==> config.mk <==
export PLATFORM = sky130hd
export DESIGN_NAME = audio_sample_fifo
export DESIGN_NICKNAME = d
export VERILOG_FILES = /design/src/rtl/audio_sample_fifo.sv
export SDC_FILE = /design/constraint.sdc
export NUM_CORES = 1
export LEC_CHECK = 0
export CORE_ASPECT_RATIO = 0.6
export CORE_UTILIZATION = 57
export DETAILED_ROUTE_END_ITERATION = 12
export GPL_TIMING_DRIVEN = 1
export PLACE_DENSITY = 0.77
export SLEW_MARGIN = 20
export SYNTH_ARGS = -nofsm -noshare
export SYNTH_HDL_FRONTEND = slang
export SYNTH_SLANG_ARGS = --single-unit
==> constraint.sdc <==
create_clock -name clk -period 14.2 [get_ports clk]
set_input_delay 2.84 -clock clk [delete_from_list [all_inputs] [get_ports clk]]
set_output_delay 2.84 -clock clk [all_outputs]
set_load 0.01 [all_outputs]
==> src/rtl/audio_sample_fifo.sv <==
// Audio sample buffer with a fractional-rate output strobe for the HDMI pixel-clock domain.
// Input words are absorbed by a small FIFO and replayed at SAMPLERATE, with priming, underrun hold and overflow drop.
module audio_sample_fifo #(
    parameter int CHANNELS   = 2,
    parameter int WIDTH      = 16,
    parameter int DEPTH_LOG2 = 3,
    parameter int SAMPLERATE = 48000,
    parameter int CLKRATE    = 74250000
) (
    input  logic                      clk,
    input  logic                      reset,
    input  logic [CHANNELS*WIDTH-1:0] in_data,
    input  logic                      in_stb,
    output logic [CHANNELS*WIDTH-1:0] out_data,
    output logic                      out_stb,
    output logic [DEPTH_LOG2:0]       level,
    output logic                      underrun,
    output logic                      overflow,
    input  logic                      clr_flags
);

    localparam int DW    = CHANNELS * WIDTH;
    localparam int DEPTH = 2 ** DEPTH_LOG2;

    localparam logic [31:0]         C_SAMPLERATE = 32'(SAMPLERATE);
    localparam logic [31:0]         C_CLKRATE    = 32'(CLKRATE);
    localparam logic [DEPTH_LOG2:0] C_DEPTH      = (DEPTH_LOG2 + 1)'(DEPTH);
    localparam logic [DEPTH_LOG2:0] C_HALF       = (DEPTH_LOG2 + 1)'(DEPTH / 2);

    typedef enum logic {
        ST_PRIME = 1'b0,
        ST_RUN   = 1'b1
    } state_t;

    state_t                r_state;
    logic [31:0]           r_acc;
    logic [DEPTH_LOG2-1:0] r_rd_ptr;
    logic [DEPTH_LOG2-1:0] r_wr_ptr;
    logic [DEPTH_LOG2:0]   r_level;
    logic [DW-1:0]         r_out_data;
    logic                  r_out_stb;
    logic                  r_underrun;
    logic                  r_overflow;
    logic [DW-1:0]         r_mem [DEPTH];

    state_t      w_state_next;
    logic [31:0] w_acc_sum;
    logic        w_tick;
    logic        w_rd_en;
    logic        w_wr_en;
    logic        w_wr_drop;
    logic        w_underrun_set;

    // CLKRATE < 2**31 keeps acc + SAMPLERATE inside 32 bits.
    always_comb begin
        w_acc_sum = r_acc + C_SAMPLERATE;
        w_tick    = (w_acc_sum >= C_CLKRATE);
    end

    // NOTE: every output of this block gets a default first so no latch is inferred.
    always_comb begin
        w_state_next   = r_state;
        w_rd_en        = 1'b0;
        w_underrun_set = 1'b0;
        case (r_state)
            ST_PRIME: begin
                if (r_level >= C_HALF) begin
                    w_state_next = ST_RUN;
                end
            end
            ST_RUN: begin
                if (w_tick) begin
                    if (r_level != '0) begin
                        w_rd_en = 1'b1;
                    end else begin
                        w_underrun_set = 1'b1;
                        w_state_next   = ST_PRIME;
                    end
                end
            end
            default: w_state_next = ST_PRIME;
        endcase
    end

    // A full FIFO still accepts a write when a read frees a slot in the same cycle.
    always_comb begin
        w_wr_en   = in_stb && ((r_level != C_DEPTH) || w_rd_en);
        w_wr_drop = in_stb && !w_wr_en;
    end

    // NOTE: sequential state uses non-blocking assignments only.
    always_ff @(posedge clk or posedge reset) begin
        if (reset) begin
            r_state    <= ST_PRIME;
            r_acc      <= '0;
            r_out_stb  <= 1'b0;
            r_out_data <= '0;
        end else begin
            r_state   <= w_state_next;
            r_acc     <= w_tick ? (w_acc_sum - C_CLKRATE) : w_acc_sum;
            r_out_stb <= w_tick;
            if (w_rd_en) begin
                r_out_data <= r_mem[r_rd_ptr];
            end
        end
    end

    always_ff @(posedge clk or posedge reset) begin
        if (reset) begin
            r_rd_ptr <= '0;
            r_wr_ptr <= '0;
            r_level  <= '0;
        end else begin
            if (w_rd_en) begin
                r_rd_ptr <= r_rd_ptr + 1'b1;
            end
            if (w_wr_en) begin
                r_wr_ptr <= r_wr_ptr + 1'b1;
            end
            case ({w_wr_en, w_rd_en})
                2'b10:   r_level <= r_level + 1'b1;
                2'b01:   r_level <= r_level - 1'b1;
                default: r_level <= r_level;
            endcase
        end
    end

    // Setting a flag takes priority over clearing it in the same cycle.
    always_ff @(posedge clk or posedge reset) begin
        if (reset) begin
            r_underrun <= 1'b0;
            r_overflow <= 1'b0;
        end else begin
            if (w_underrun_set) begin
                r_underrun <= 1'b1;
            end else if (clr_flags) begin
                r_underrun <= 1'b0;
            end
            if (w_wr_drop) begin
                r_overflow <= 1'b1;
            end else if (clr_flags) begin
                r_overflow <= 1'b0;
            end
        end
    end

    // NOTE: storage has no reset; only the pointers and level define what is valid.
    always_ff @(posedge clk) begin
        if (w_wr_en) begin
            r_mem[r_wr_ptr] <= in_data;
        end
    end

    assign out_data = r_out_data;
    assign out_stb  = r_out_stb;
    assign level    = r_level;
    assign underrun = r_underrun;
    assign overflow = r_overflow;

endmodule

# After elaboration in Yosys (flattened, before gate mapping)
# Memories as Yosys holds them, arrays and structs flattened. A register that Yosys moved wholly into a read port is not among the register bits.
# Index checks and enable logic that the tools add are counted.
[classes] addsub=6 n_lt_le_gt_ge=2 eq_ne=3 n_mux=16 n_bitwise=1 n_reduce_logical=8
[op_table] op="$add A32 B16 Y32 const B" count=1
[op_table] op="$ge A32 B27 Y1 const B" count=1
[op_table] op="$mux W32" count=1
[op_table] op="$sub A32 B27 Y32 const B" count=1
[op_table] op="$mux W1" count=13
[op_table] op="$pmux W4 S2" count=1
[op_table] op="$add A3 B1 Y3 const B" count=2
[op_table] op="$reduce_bool A2 Y1" count=3
[op_table] op="$add A4 B1 Y4 const B" count=1
[op_table] op="$ge A4 B3 Y1 const B" count=1
[op_table] op="$ne A4 B4 Y1 const B" count=1
[op_table] op="$reduce_bool A4 Y1" count=1
[op_table] op="$sub A4 B1 Y4 const B" count=1
[op_table] op="$eq A2 B1 Y1 const B" count=1
[op_table] op="$eq A2 B2 Y1 const B" count=1
[op_table] op="$logic_and A1 B1 Y1" count=2
[op_table] op="$pmux W1 S2" count=1
[op_table] op="$logic_not A1 Y1" count=1
[op_table] op="$logic_or A1 B1 Y1" count=1
[op_table] op="$not A1 Y1" count=1
[word_totals] ff_bits=46 ram_bits=256 inputBits=36 output_inout_bits=39 elab_cells=45 memories=1
[mem_list] name="r_mem" words=8 word_bits=32 rd=1 rd_ports_with_merged_regs=1 wr=1 line="44" source="logic [DW-1:0] r_mem [DEPTH];"

# Depth between registers and ports, before layout
# Gate-level depths: netlist of the first run.
[depth] word_depth=9 ltp_mapped=22

# Least setup slack after synthesis of the first run
# Ideal clock, no wire load.
[synth_path] path_kind="input port to flip-flop" startpoint="input port in_stb" endpoint="memory r_mem[4][0] (netlist bit), enable pin" setup_ns=0.513 arrival_ns=6.746 slack_ns=6.941 cell_stages=4 path_cell_list="clkbuf_1 o21ai_1 buf_2 nor4b_1"
[synth_via] elab_chain_cells=3
[synth_rtl] item="start, declared" line="13" source="input logic in_stb,"
[synth_rtl] item="$logic_and A1 B1 Y1" line="87" source="w_wr_en = in_stb && ((r_level != C_DEPTH) || w_rd_en);"
[synth_rtl] item="$mux W1" line="149" source="if (w_wr_en) begin"
[synth_rtl] item="$mux W1 (not written as such)" line="150" source="r_mem[r_wr_ptr] <= in_data;"
[synth_rtl] item="end, declared" line="44"
# No other way between the ends.

# Final worst setup path of the first run
[layout_path] startpoint="register r_acc[7]" endpoint="register r_level[3] (netlist: level[3])"
[layout_via] elab_chain_cells=8 elab_cells_between_ends=10 cone_classes="1 x add/sub; 1 x order compare; 2 x eq/ne; 3 x mux; 3 x reduce/logical"
[layout_rtl] item="start, declared" line="36" source="logic [31:0] r_acc;"
[layout_rtl] item="start signal, assigned" line="100" source="r_acc <= w_tick ? (w_acc_sum - C_CLKRATE) : w_acc_sum;"
[layout_rtl] item="$add A32 B16 Y32 (*)" line="56" source="w_acc_sum = r_acc + C_SAMPLERATE;"
[layout_rtl] item="$ge A32 B27 Y1 (*)" line="57" source="w_tick = (w_acc_sum >= C_CLKRATE);"
[layout_rtl] item="$mux W1 (*)" line="72" source="if (w_tick) begin"
[layout_rtl] item="$mux W1 (*)" line="65" source="case (r_state)"
[layout_rtl] item="$logic_or A1 B1 Y1" line="87"
[layout_rtl] item="$logic_and A1 B1 Y1" line="87"
[layout_rtl] item="$eq A2 B1 Y1 / $eq A2 B2 Y1 (equally long branches)" line="120" source="case ({w_wr_en, w_rd_en})"
[layout_rtl] item="$pmux W4 S2 / $reduce_bool A2 Y1 (equally long branches)"
[layout_rtl] item="end signal, assigned" line="121" source="2'b10: r_level <= r_level + 1'b1;"
[layout_rtl] item="end signal, assigned" line="122" source="2'b01: r_level <= r_level - 1'b1;"
[layout_rtl] item="end signal, assigned" line="123" source="default: r_level <= r_level;"
[layout_rtl] item="end, declared" line="39" source="logic [DEPTH_LOG2:0] r_level;"
# Mark *: on every way between the ends. The rest lies on a longest branch, timed or not.
# A chain may end at the register's enable or synchronous reset.

==> reports/metrics.cfg, run 1 <==
[placed_design]
dpl-instance-area_mm2=0.0151
post-dp-hpwl_um=17400
place_congestion=0.969
portBuffers=74
dp_cells=1215
pre_cts_slack_ns=8.64

[floorplan]
die_h_um=123
rows=43
ios=75
initial_core_util_pct=59.3
die_area_mm2=0.0252
core-area_mm2=0.0236
die_w_um=204

[timing]
drv_slew=0
setup_viol_count_final=0
setup_tns_ns=0
worst_pin_slew_ns=0.970
setup_slack_ns=8.53
timing.final.crit_share_pct=39.9
hold_viol=0
fmax_ghz=0.176
rsz0062_at_grt=no
period_minus_slack_ns=5.67
finClkSkew_ns=0.0130
maxSlewHeadroom_pct=35.3
worst_hold_slack_ns=0.521

[cts]
clk_latency_ns=0.55
htreeDepth=1
cts_tree=built
cts-root-buf=clkbuf_16
clock-sinks=330
post_cts_buffers=0
cts_resized=0
cts.clk_slew.worst_paths_ns=0.07
cts_buffer_depth=3
numCtsBuffers=28
ctsHoldBuffers=0

[worst_setup_path]
cp_cell_sequence=inv_1 > ha_1 > nand2b_1 > a21boi_4 > nor2_1 > a32oi_1 > a2111oi_4 > nor3_2 > a21oi_2 > and2_2 > buf_4 > nand2b_1 > inv_1 > ha_1 > a21o_1 > a21o_1 > or2_2 > or4_1 > o2111ai_1
crit_arrival_ns=6.14
cp.required_ns=14.67
cpMaxStageDelayCell=nor2_1
cp_max_fo=69
slowest_delay_ns=0.63
end_kind=register
critPathKind=reg -> reg
crit_path_start_kind=register

[drt]
drt-initial-drc-count=694
ant_nets=0
drt_pre_antenna_iters=5
routedWlPerCell_um=22.4
wl_um=28400
vias=7819
via_per_inst=6.17
drc=0

[final_layout]
fillers=1565
fin_area_mm2=0.0160
mostFrequentLayoutCell=edfxtp_1
layout.cells.non_filler=1268
area_growth_pct=14.3
final_nets=975
layout_common_cells=256 x edfxtp_1, 74 x clkdlybuf4s50_1, 71 x dfrtp_1
drive_above_1_share_pct=16.7

[yosys]
synth_cells=855
yosysUniqueCellTypes=78
synth-seq-cells=330
async_flop_share_pct=22.4
yosysWarningCount=0
synth_area_mm2=0.0140
synth_ff_type=edfxtp_1
avgSynthCellArea_um2=16.4
ys_seq_area_share_pct=68.2
syn_nets=900
synth_edf_count=256

[global_routing]
grt_pass1_wl_um=44300
grt_max_degree=70
grt_usage_pct=23.6
grt_pass1_vias=7537
antenna_found_initial=1
grt-ovfl-total=0

[min_path]
hold_class=reg -> reg

[outcome]
status=complete, no violations

[pwr]
p_switching_w=0.000503
leakagePower_nw=5.40
seqPwrFrac_pct=56.2
clockPowerShare_pct=34.4
comb_power_share_pct=9.4
power_density_mw_per_mm2=135
cellInternalPower_w=0.00165
ir_drop_mv=0.0983
swShare_pct=23.4

[run]
maxCapViolCount=0

per-stage QoR:
step,util [%],total power [W]
after detailed placement,64.1,0.00143
final,67.8,0.00215
after floorplan,-,0.00133
after CTS,67.8,0.00217
after global routing,67.8,0.00223
after global placement,64.1,0.00142
final timing paths:
path                            startpoint      endpoint  depth (start not counted)  slack (ns)
max in group asynchronous            reset   r_rd_ptr[0]                          3       10.43
worst max register to register    r_acc[7]      level[3]                         19        8.53
worst min register to register    r_acc[6]      r_acc[6]                          1        0.52
worst max-delay path              r_acc[7]      level[3]                         19        8.53
worst min-delay path              r_acc[6]      r_acc[6]                          1        0.52
min in group asynchronous            reset  out_data[20]                          2        2.61
registers in the layout, summed over array words and instances (netlist names):
| signal | flops |
|---|---|
| r_mem | 256 |
| out_data | 32 |
| r_acc | 28 |
| level | 4 |
| r_rd_ptr | 3 |
| r_wr_ptr | 3 |
| out_stb | 1 |
| overflow | 1 |
| r_state | 1 |
| underrun | 1 |
synthesized netlist by cell type, types with 5 or more instances:
master | count | share of area, %
nor3_1 | 11 | 0.39
mux4_2 | 64 | 10
nor2b_1 | 5 | 0.22
buf_1 | 10 | 0.27
or3_1 | 5 | 0.22
nand3_1 | 15 | 0.54
buf_2 | 16 | 0.57
xnor2_1 | 35 | 2.2
clkbuf_1 | 18 | 0.48
nand2_1 | 33 | 0.89
a21o_1 | 7 | 0.38
o21ai_0 | 9 | 0.32
nand2b_1 | 8 | 0.36
dfrtp_1 | 74 | 13
and3_1 | 6 | 0.27
edfxtp_1 | 256 | 55
xor2_1 | 11 | 0.69
a21oi_1 | 42 | 1.5
nand4_1 | 6 | 0.27
inv_1 | 21 | 0.56
o31ai_1 | 5 | 0.27
ha_1 | 8 | 0.72
mux2i_1 | 36 | 2.6
a31oi_1 | 5 | 0.22
o21ai_1 | 6 | 0.21
nor2_1 | 54 | 1.4
cells by family (layout without fill, tap and decap cells):
kind of cell / count (synthesis) / in the layout / synth area share, %
adders and majority gates: 9 / 9 / 0.859
DFF: 330 / 330 / 68.2
buffers and inverters: 69 / 166 / 2.18
AOI/OAI and AO/OA: 119 / 119 / 5.98
muxes: 103 / 103 / 13.1
xor gates and xnor gates: 46 / 46 / 2.88
other: 0 / 1 / 0
and+or+nand+nor: 179 / 179 / 6.74
metal layers:
layer,global-route usage [%],vias to the layer above,wire length [um]
met3,4.67,39,2080
met1,38.6,3981,13700
li1,-,3489,-
met2,32.8,310,12100
met4,5.13,0,513
met5,0,-,0
area by class of cell:
class                   count  area, um2  share of cell area [%]
clock buffers              39        783                    4.90
well taps                 315        394                    2.47
inverters                  21       80.1                   0.501
repair buffers             93        883                    5.53
multi-input cells         456       4200                    26.2
diodes                      1       2.50                  0.0157
clock inverters            13       98.8                   0.618
flip-flops and latches    330       9550                    59.7
critical path: cells and delay by family, from the launching register on:
kind	cells	cell delay, ns
AO/OA/AOI/OAI	7	1.63
adder cells (fa/ha/maj)	2	0.55
buffers and inverters	3	0.83
flip-flops	1	0.51
AND/OR/NAND/NOR	7	2.05
power by group through the flow:
stage                     sequential, W  combinational [W]  clock, W
after floorplan                 0.00121           0.000116         0
after global placement          0.00122           0.000199         0
after detailed placement        0.00123           0.000203         0
after CTS                       0.00121           0.000205  0.000754
after global routing            0.00122           0.000219  0.000790
final                           0.00121           0.000202  0.000739
Power figures use the tool's default switching activity.
==> run 2: changes to the inputs <==
--- a/config.mk
+++ b/config.mk
@@ -6,7 +6,7 @@
 export NUM_CORES = 1
 export LEC_CHECK = 0
 export CORE_ASPECT_RATIO = 0.6
-export CORE_UTILIZATION = 57
+export CORE_UTILIZATION = 54
 export DETAILED_ROUTE_END_ITERATION = 12
 export GPL_TIMING_DRIVEN = 1
 export PLACE_DENSITY = 0.77
==> constraint.sdc (replaced) <==
create_clock -name clk -period 5.1 [get_ports clk]
set_input_delay 1.02 -clock clk [delete_from_list [all_inputs] [get_ports clk]]
set_output_delay 1.02 -clock clk [all_outputs]
set_load 0.01 [all_outputs]
==> reports/metrics.cfg, run 2 (synthesized netlist as in run 1, its figures left out) <==
[outcome]
status=complete, no violations  ; unchanged

[global_routing]
antenna_found_initial=1  ; unchanged
grt_max_degree=69  ; was 70
grt_pass1_wl_um=44800  ; was 44300 um
grt_usage_pct=22.3  ; was 23.6%
grt_pass1_vias=7669  ; was 7537
grt-ovfl-total=0  ; unchanged

[placed_design]
post-dp-hpwl_um=17600  ; was 17400 um
portBuffers=74  ; unchanged
pre_cts_slack_ns=0.314  ; was 8.64 ns
place_congestion=0.962  ; was 0.969

[timing]
fmax_ghz=0.209  ; was 0.176 GHz
worst_pin_slew_ns=0.939  ; was 0.970 ns
worst_hold_slack_ns=0.529  ; was 0.521 ns
period_minus_slack_ns=4.78  ; was 5.67 ns
hold_viol=0  ; unchanged
setup_viol_count_final=0  ; unchanged
setup_slack_ns=0.319  ; was 8.53 ns
rsz0062_at_grt=no  ; unchanged
drv_slew=0  ; unchanged
finClkSkew_ns=0.0119  ; was 0.0130 ns
setup_tns_ns=0  ; unchanged
maxSlewHeadroom_pct=37.4  ; was 35.3%
timing.final.crit_share_pct=93.7  ; was 39.9%

[cts]
cts-root-buf=clkbuf_16  ; unchanged
clock-sinks=330  ; unchanged
htreeDepth=1  ; unchanged
post_cts_buffers=0  ; unchanged
clk_latency_ns=0.56  ; was 0.55 ns
numCtsBuffers=29  ; was 28
cts.clk_slew.worst_paths_ns=0.07  ; about the same
cts_buffer_depth=3  ; unchanged
cts_tree=built  ; unchanged

[pwr]
clockPowerShare_pct=36.3  ; was 34.4%
seqPwrFrac_pct=54.1  ; was 56.2%
comb_power_share_pct=9.6  ; was 9.4%
ir_drop_mv=0.259  ; was 0.0983 mV
power_density_mw_per_mm2=385  ; was 135 mW/mm2
leakagePower_nw=5.52  ; was 5.40 nW
p_switching_w=0.00146  ; was 0.000503 W
cellInternalPower_w=0.00479  ; was 0.00165 W
p_total_w=0.00624  ; was 0.00215 W
swShare_pct=23.3  ; was 23.4%

[floorplan]
rows=45  ; was 43
die_area_mm2=0.0266  ; was 0.0252 mm2
initial_core_util_pct=55.2  ; was 59.3%
ios=75  ; unchanged
die_h_um=127  ; was 123 um
die_w_um=210  ; was 204 um
core-area_mm2=0.0253  ; was 0.0236 mm2

[final_layout]
mostFrequentLayoutCell=edfxtp_1  ; unchanged
layout_common_cells=256 x edfxtp_1, 74 x clkdlybuf4s50_1, 71 x dfrtp_1  ; unchanged
drive_above_1_share_pct=18.0  ; was 16.7%
final_nets=982  ; was 975
top_register=r_mem  ; unchanged
utilization_pct=64.0  ; was 67.8%
area_growth_pct=16.0  ; was 14.3%
largest_reg_flops=256  ; unchanged
n_antenna_cell=0  ; was 1
fillers=1765  ; was 1565

[min_path]
hold_class=reg -> reg  ; unchanged

[drt]
routedWlPerCell_um=22.5  ; was 22.4 um
drc=0  ; unchanged
vias=7812  ; was 7819
drt_pre_antenna_iters=5  ; unchanged
ant_nets=0  ; unchanged
via_per_inst=6.07  ; was 6.17
wl_um=29000  ; was 28400 um
drt-initial-drc-count=744  ; was 694

[worst_setup_path]
crit_path_start_kind=register  ; unchanged
cp.required_ns=5.57  ; was 14.67 ns
crit_arrival_ns=5.25  ; was 6.14 ns
cp_max_fo=10  ; was 69
end_kind=register  ; unchanged
critPathKind=reg -> reg  ; unchanged

[run]
maxCapViolCount=0  ; unchanged

-- run 2: metrics by stage --
step / cell area [um2] / instances
2_1_floorplan: 14000 / 855
3_3_place_gp: 15200 / 1235
3_5_place_dp: 15200 / 1235
4_1_cts: 16200 / 1288
5_1_grt: 16200 / 1288
6_report: 16200 / 1288
-- run 2: power by group through the flow --
stage	Combinational, W	Sequential, W	Clock, W
final	0.000601	0.00337	0.00227
after global routing	0.000652	0.00339	0.00240
after CTS	0.000611	0.00337	0.00230
after detailed placement	0.000609	0.00342	0
after global placement	0.000597	0.00341	0
after floorplan	0.000339	0.00337	0
-- run 2: repair_timing --
item	in CTS	in global routing
endpoints found under the setup margin	0	1
gates resized for setup	0	1
endpoints found under the hold margin	0	0
hold buffers	0	0
-- run 2: metal layers --
| layer | GRT usage (%) | vias up | wire length (um) |
|---|---|---|---|
| met4 | 3.69 | 0 | 320 |
| met5 | 0 | - | 0 |
| li1 | - | 3495 | - |
| met1 | 35.1 | 3982 | 13700 |
| met2 | 32.2 | 303 | 12600 |
| met3 | 5.45 | 32 | 2360 |
-- run 2: final timing paths --
kind | start | to | slack (ns) | cells after the start
worst max-delay path | r_acc[7] | level[3] | 0.32 | 18
min in group asynchronous | reset | r_acc[22] | 0.86 | 2
worst min register to register | overflow | overflow | 0.53 | 2
worst min-delay path | overflow | overflow | 0.53 | 2
worst max register to register | r_acc[7] | level[3] | 0.32 | 18
max in group asynchronous | reset | r_rd_ptr[1] | 3.11 | 3
-- run 2: cell type report --
| type | count | area, um2 | area share (%) |
|---|---|---|---|
| sequential | 330 | 9550 | 58.9 |
| timing repair buffer | 99 | 966 | 5.96 |
| multi-input combinational | 456 | 4240 | 26.1 |
| clock inverter | 21 | 240 | 1.48 |
| clock buffer | 32 | 737 | 4.54 |
| tap | 329 | 412 | 2.54 |
| inverter | 21 | 80.1 | 0.494 |
-- run 2: worst max-delay path, cell delays in order, from the launching register on --
cell and delay (ns):
dfrtp_1 0.48, inv_1 0.13, ha_1 0.32, nand2b_1 0.27, a21oi_2 0.28, a31oi_1 0.17
or4_1 0.62, a2111oi_4 0.26, nor3_2 0.10, a21oi_2 0.31, and2_2 0.21, nand2b_1 0.08
inv_1 0.09, ha_1 0.23, a21o_1 0.17, a21o_1 0.18, or2_2 0.28, or4_1 0.40
o2111ai_1 0.11
